### src/rtl/wb_dblbus_arbiter.sv
// Two-master priority arbiter for the dual (global/local) Wishbone bus.
// Master A has priority and is the default owner; a watchdog aborts unanswered cycles.
module wb_dblbus_arbiter #(
    parameter int AW      = 24,
    parameter int TIMEOUT = 1023
) (
    input  logic          i_clk,
    input  logic          i_rst_n,
    input  logic          i_a_cyc_gbl,
    input  logic          i_a_cyc_lcl,
    input  logic          i_a_stb_gbl,
    input  logic          i_a_stb_lcl,
    input  logic          i_a_we,
    input  logic [AW-1:0] i_a_addr,
    input  logic [31:0]   i_a_data,
    input  logic          i_b_cyc_gbl,
    input  logic          i_b_cyc_lcl,
    input  logic          i_b_stb_gbl,
    input  logic          i_b_stb_lcl,
    input  logic          i_b_we,
    input  logic [AW-1:0] i_b_addr,
    input  logic [31:0]   i_b_data,
    output logic          o_a_ack,
    output logic          o_a_stall,
    output logic          o_a_err,
    output logic          o_b_ack,
    output logic          o_b_stall,
    output logic          o_b_err,
    output logic          o_wb_cyc_gbl,
    output logic          o_wb_cyc_lcl,
    output logic          o_wb_stb_gbl,
    output logic          o_wb_stb_lcl,
    output logic          o_wb_we,
    output logic [AW-1:0] o_wb_addr,
    output logic [31:0]   o_wb_data,
    input  logic          i_wb_ack,
    input  logic          i_wb_stall,
    input  logic          i_wb_err,
    output logic          o_timeout
);

    localparam int CW = (TIMEOUT > 0) ? $clog2(TIMEOUT + 1) : 1;
    localparam logic [CW-1:0] CNT_LAST = CW'((TIMEOUT > 0) ? TIMEOUT - 1 : 0);
    localparam logic [CW-1:0] CNT_MAX  = CW'(TIMEOUT);

    logic          owner_q, owner_d;
    logic [CW-1:0] count_q, count_d;
    logic          timeout_q, timeout_d;

    logic          bus_en_s;
    logic          own_err_s;
    logic          bus_cyc_s;
    logic          a_req_s;
    logic          b_req_s;

    // Output mux: owner's request onto the bus, bus response back to the owner only
    always_comb begin
        bus_en_s  = i_rst_n & ~timeout_q;
        own_err_s = i_wb_err | (timeout_q & ~i_wb_ack);
        if (owner_q) begin
            o_wb_cyc_gbl = i_a_cyc_gbl & bus_en_s;
            o_wb_cyc_lcl = i_a_cyc_lcl & bus_en_s;
            o_wb_stb_gbl = i_a_stb_gbl & bus_en_s;
            o_wb_stb_lcl = i_a_stb_lcl & bus_en_s;
            o_wb_we      = i_a_we;
            o_wb_addr    = i_a_addr;
            o_wb_data    = i_a_data;
        end else begin
            o_wb_cyc_gbl = i_b_cyc_gbl & bus_en_s;
            o_wb_cyc_lcl = i_b_cyc_lcl & bus_en_s;
            o_wb_stb_gbl = i_b_stb_gbl & bus_en_s;
            o_wb_stb_lcl = i_b_stb_lcl & bus_en_s;
            o_wb_we      = i_b_we;
            o_wb_addr    = i_b_addr;
            o_wb_data    = i_b_data;
        end
        o_a_ack   = i_rst_n & owner_q & i_wb_ack;
        o_a_err   = i_rst_n & owner_q & own_err_s;
        o_a_stall = ~i_rst_n | ~owner_q | i_wb_stall;
        o_b_ack   = i_rst_n & ~owner_q & i_wb_ack;
        o_b_err   = i_rst_n & ~owner_q & own_err_s;
        o_b_stall = ~i_rst_n | owner_q | i_wb_stall;
        o_timeout = i_rst_n & timeout_q;
    end

    // Ownership hand-over and watchdog next state
    always_comb begin
        a_req_s   = i_a_cyc_gbl | i_a_cyc_lcl;
        b_req_s   = i_b_cyc_gbl | i_b_cyc_lcl;
        bus_cyc_s = o_wb_cyc_gbl | o_wb_cyc_lcl;
        owner_d   = owner_q;
        if (owner_q) begin
            owner_d = ~(~a_req_s & b_req_s);
        end else begin
            owner_d = ~b_req_s;
        end
        count_d = count_q;
        if ((TIMEOUT == 0) || !bus_cyc_s || i_wb_ack || i_wb_err || timeout_q) begin
            count_d = {CW{1'b0}};
        end else if (count_q != CNT_MAX) begin
            count_d = count_q + {{(CW-1){1'b0}}, 1'b1};
        end else begin
            count_d = count_q;
        end
        timeout_d = (TIMEOUT != 0) && bus_cyc_s && !i_wb_ack && !i_wb_err
                    && (count_q == CNT_LAST);
    end

    // State registers with synchronous active-low reset
    always_ff @(posedge i_clk) begin
        if (!i_rst_n) begin
            owner_q   <= 1'b1;
            count_q   <= {CW{1'b0}};
            timeout_q <= 1'b0;
        end else begin
            owner_q   <= owner_d;
            count_q   <= count_d;
            timeout_q <= timeout_d;
        end
    end

endmodule

### config.mk
export PLATFORM = sky130hd
export DESIGN_NAME = wb_dblbus_arbiter
export DESIGN_NICKNAME = d
export VERILOG_FILES = /design/src/rtl/wb_dblbus_arbiter.sv
export SDC_FILE = /design/constraint.sdc
export NUM_CORES = 1
export LEC_CHECK = 0
export CAP_MARGIN = 20
export CORE_AREA = 4 4 74 76
export CTS_BUF_LIST = sky130_fd_sc_hd__clkbuf_4
export DETAILED_ROUTE_END_ITERATION = 10
export DIE_AREA = 0 0 78 80
export DONT_BUFFER_PORTS = 1
export PLACE_DENSITY_LB_ADDON = 0.15
export SYNTH_ARGS = -nofsm -noshare
export SYNTH_HDL_FRONTEND = slang
export SYNTH_SLANG_ARGS = --single-unit
### constraint.sdc
create_clock -name i_clk -period 2.73 [get_ports i_clk]
set_clock_uncertainty 0.2 [all_clocks]
set_input_delay 0.273 -clock i_clk [delete_from_list [all_inputs] [get_ports i_clk]]
set_output_delay 0.273 -clock i_clk [all_outputs]
set_load 0.02 [all_outputs]
==> results of run 1 <==
-- synthesized netlist by cell type (2+ instances only) --
cell type	number	area share
nand2_1	4	0.011
a21oi_1	4	0.015
ha_1	2	0.018
mux2i_1	4	0.029
dfxtp_1	12	0.18
nor2_1	11	0.030
mux2_2	57	0.47
a31oi_1	3	0.014
a211oi_1	2	0.011
nand3_1	2	0.0073
buf_2	7	0.026
o21ai_0	3	0.011
xor2_1	2	0.013
o211ai_1	2	0.011
nand4_1	2	0.0092
inv_1	2	0.0055
or3_1	2	0.0092
nor3b_1	2	0.011
-- layout by cell type (no fill, tap or decap), drive strengths merged, types with 3 or more instances in the layout --
cell type,Yosys,final
mux2,57,57
dfxtp,12,12
nor2,11,11
nand2,4,4
a21oi,4,4
mux2i,4,4
dlygate4sd3,0,4
o21ai,4,4
a31oi,3,3
clkbuf,0,3
nand4,3,3
a211oi,3,3
-- where the power goes --
part	internal (mW)	switching [mW]	leakage, nW
clock network	0.0510	0.0552	0.0138
logic	0.0823	0.158	0.412
registers	0.177	0.0100	0.0965
total	0.310	0.223	0.523
-- worst paths after layout --
path                     end         from
hold reg to reg   count_q[7]   count_q[7]
hold / removal    count_q[2]  i_b_cyc_lcl
setup reg to reg   timeout_q      owner_q
setup / recovery   o_a_stall      owner_q
-- cells by family after synthesis --
group | synth area share
adder cells (fa/ha/maj) | 0.0183
AO/OA/AOI/OAI | 0.106
multiplexers | 0.499
XOR/XNOR | 0.0192
buffers and inverters | 0.0421
AND/OR/NAND/NOR | 0.139
flip-flops | 0.176
-- final cells by class --
type	count	area (um^2)
flip-flops and latches	12	241
fillers	487	3240
repair buffers	6	55.1
well taps	67	83.8
clock buffers	3	22.5
multi-input cells	121	1070
inverters	2	7.51
-- worst max-delay path, stage by stage (launching register included) --
cell	delay (ns)
dfxtp_2	0.79
buf_4	0.39
nand2_1	0.12
or2_2	0.35
-- per-layer routing --
| metal | wire (um) | GRT usage | share of wire | vias to the layer above |
|---|---|---|---|---|
| li1 | - | - | - | 550 |
| met1 | 2410 | 0.212 | 0.40 | 558 |
| met2 | 3080 | 0.302 | 0.51 | 72 |
| met3 | 462 | 0.0609 | 0.077 | 6 |
| met4 | 45 | 0.0280 | 0.0075 | 2 |
| met5 | 13 | 0 | 0.0022 | - |
-- metrics by stage --
| stage | utilization | hold slack, ns | cells |
|---|---|---|---|
| finish | 0.313 | 0.207 | 211 |
| global route | 0.313 | 0.199 | 211 |
| CTS | 0.313 | 0.184 | 211 |
| detailed placement | 0.300 | 0.170 | 204 |
| global placement | 0.300 | 0.169 | 204 |
| floorplan | - | 0.162 | 144 |
-- registers in the layout, indices dropped and copies added, names as in the netlist --
name	cells
count_q	10
owner_q	1
timeout_q	1
==> results.toml, run 1 <==
[die]
io_pins = 195
die_h_um = 80
dieWidth_um = 78
core_um2 = 4720
rows = 25
start_util = 0.289
dieArea_um2 = 6240

[timing]
worst_pin_slew_ns = 0.714
relSlewSlack = 0.523
setup_ws_ns = 0.332
post-route-min-period_ns = 2.40
min_period_over_period = 0.878
rsz0062_at_grt = "no"
finalSetupTns_ns = 0
hold_viol = 0
max_freq_ghz = 0.417
slew_violations = 0
setup_viol = 0

[place]
dpl-instance-area_um2 = 1420
port_buffers = 0
dp_slack_ns = 0.558
dpl.hpwl_um = 5280
routabilityCongestion = 0.895

[logic_synthesis]
synth_enable_flop_cells = 0
ys_ff_latch = 12
synth_seq_area_share = 0.176
yosysWarnings = 0
synthArstFlopShare = 0
syn_nets = 273
synthDistinctLibCells = 39
synth_ff_type = "dfxtp_1"
syn_inst = 144
synth_area_um2 = 1370
avgSynthCellArea_um2 = 9.49

[worst_setup_path]
required_ns = 2.26
crit_fanout = 32
cp-start-kind = "register"
critPathKind = "register to output port"
rr_worst_depth = 3
endpoint_kind = "output port"
arrival_ns = 1.93
ff2ff_setup_slack_ns = 0.54

[drt]
wl_per_cell_um = 28.5
wl_um = 6010
dr.pass1.iters = 4
drc = 0
vias = 1188
ant_nets = 0
drt_iter0_drc = 50
vias_per_cell = 5.63

[clocking]
h-tree-depth = 1
cts_sinks = 12
clockBufferDepth = 2
path_clk_slew_ns = 0.07
cts-root-buf = "clkbuf_4"
holdBufCountCts = 4
cts_resized = 0
tritoncts = "built"
cts_made_buffers = 3
insertion_delay_ns = 0.27
postCtsSetupBuffers = 0

[grt]
grt.overflow.total = 0
antenna_found_initial = 1
first_global_vias = 1216
grt_max_degree = 33
grt_use_total = 0.175
grt_pass1_wl_um = 8020

[power]
powerDensity_nw_per_um2 = 361
worst_ir_drop_vdd_mv = 0.171
p_leak_nw = 0.523
total_power_mw = 0.533

[layout]
design_area_um2 = 1480
antennaDiodeCount = 0
drive_above_1_share = 0.479
layout.nets = 275
area_growth_pct = 8.24

[outcome]
status = "finished clean"

[job]
max_cap_violations = 0

[min_path]
min_path_type = "input port to register"
hold_depth = 4
No activity file was read; power rests on OpenSTA's default activity.
==> run 2: changes to the inputs <==
Settings changed: CORE_AREA 4 4 74 76 to 4 4 73 75, CTS_BUF_LIST sky130_fd_sc_hd__clkbuf_4 to unset, DIE_AREA 0 0 78 80 to 0 0 77 79.
==> results.toml, run 2 (synthesis results as in run 1) <==
[outcome]
status = "finished clean"

[layout]
drive_above_1_share = 0.490
regMostFlops = "count_q"
stdcell_count = 197
final.fill_count = 471
area_growth_pct = 7.97
largest_reg_flops = 10
layout.nets = 273
layout_common_cells = "mux2_2, nor2_1, dfxtp_1"
antennaDiodeCount = 0
mostFrequentLayoutCell = "mux2_2"
largestRegisters = "count_q x10, owner_q x1, timeout_q x1"

[drt]
drc = 0
dr.pass1.iters = 5
top_layer_used = "met5"
vias_per_cell = 6.19
wl_per_cell_um = 30.1
wl_met2_um = 2920
vias = 1220
wl_met3_um = 654
wl_met1_um = 2310
drt_iter0_drc = 50
wl_um = 5930
ant_nets = 0

[job]
max_cap_violations = 0

[place]
port_buffers = 0
place_inst = 191
dpl.hpwl_um = 5280
routabilityCongestion = 0.790
dp_slack_ns = 0.791

[timing]
rsz0062_at_grt = "no"
finalSetupTns_ns = 0
setup_viol = 0
slew_violations = 0
min_period_over_period = 0.796
post-route-min-period_ns = 2.17
max_freq_ghz = 0.460
setup_ws_ns = 0.557
hold_viol = 0
relSlewSlack = 0.523
worst_pin_slew_ns = 0.715

[worst_setup_path]
critical-path-top-delay-family = "simple AND/OR/NAND/NOR gates"
critPathKind = "register to output port"
required_ns = 2.26
endpoint_kind = "output port"
arrival_ns = 1.70
crit_chain = "buf_4, nand2_1, or2_2"
cp-start-kind = "register"
cpPeakStageDelay_ns = 0.53
critPathBufInv = 1
crit_fanout = 26
critPathSlowestCell = "dfxtp_2"

[grt]
grt_max_degree = 28
grt_pass1_wl_um = 8050
first_global_vias = 1194
grt.overflow.total = 0
grt_use_total = 0.177
antenna_found_initial = 3

[min_path]
min_path_type = "input port to register"

[die]
dieWidth_um = 77
core_um2 = 4660
die_h_um = 79
start_util = 0.293
io_pins = 195
dieArea_um2 = 6080
rows = 25

[clocking]
clockBufferDepth = 2
tritoncts = "built"
cts-root-buf = "clkbuf_8"
holdBufCountCts = 2
cts_sinks = 12
path_clk_slew_ns = 0.06
h-tree-depth = 1
insertion_delay_ns = 0.24
postCtsSetupBuffers = 0
cts_resized = 0
cts_made_buffers = 3

[power]
p_leak_nw = 0.529
worst_ir_drop_vdd_mv = 0.233
powerDensity_nw_per_um2 = 415
total_power_mw = 0.613
## run 2: cell type report
| class | instances | area, um^2 | area share |
|---|---|---|---|
| sequential | 12 | 241 | 0.164 |
| tap | 54 | 67.6 | 0.0458 |
| timing repair buffer | 4 | 35.0 | 0.0237 |
| multi-input combinational | 121 | 1070 | 0.724 |
| clock buffer | 4 | 55.1 | 0.0373 |
| inverter | 2 | 7.51 | 0.00509 |
## run 2: path summary, 6_finish.rpt
check               end  slack [ns]  cells after the start       start
min reg2reg  count_q[8]        0.32                      1  count_q[8]
min           timeout_q       0.006                      2     i_rst_n
max           o_a_stall        0.56                      3     owner_q
max reg2reg   timeout_q        0.81                      3     owner_q
## run 2: layer usage
metal,global-route usage,up-vias
li1,-,545
met2,0.291,85
met1,0.215,576
met4,0.0160,6
met3,0.0896,8
met5,0,-
## run 2: report_power, final
group	total, mW	internal [mW]	switching (mW)
clock	0.193	0.127	0.0659
sequential	0.182	0.177	0.00510
combinational	0.237	0.0801	0.157
total	0.613	0.384	0.228
## run 2: metrics by stage
| step | hold slack [ns] | utilization | cell area (um^2) |
|---|---|---|---|
| 2_1_floorplan | 0.162 | - | 1370 |
| 3_3_place_gp | 0.174 | 0.300 | 1400 |
| 3_5_place_dp | 0.178 | 0.300 | 1400 |
| 4_1_cts | 0.000278 | 0.317 | 1480 |
| 5_1_grt | 0.00269 | 0.317 | 1480 |
| 6_report | 0.00637 | 0.317 | 1480 |
## run 2: worst reg2reg max path: stages, from the launching register on
cell      delay [ns]
dfxtp_2         0.53
o21ai_1         0.17
a2111o_1        0.57
nor4_1          0.35
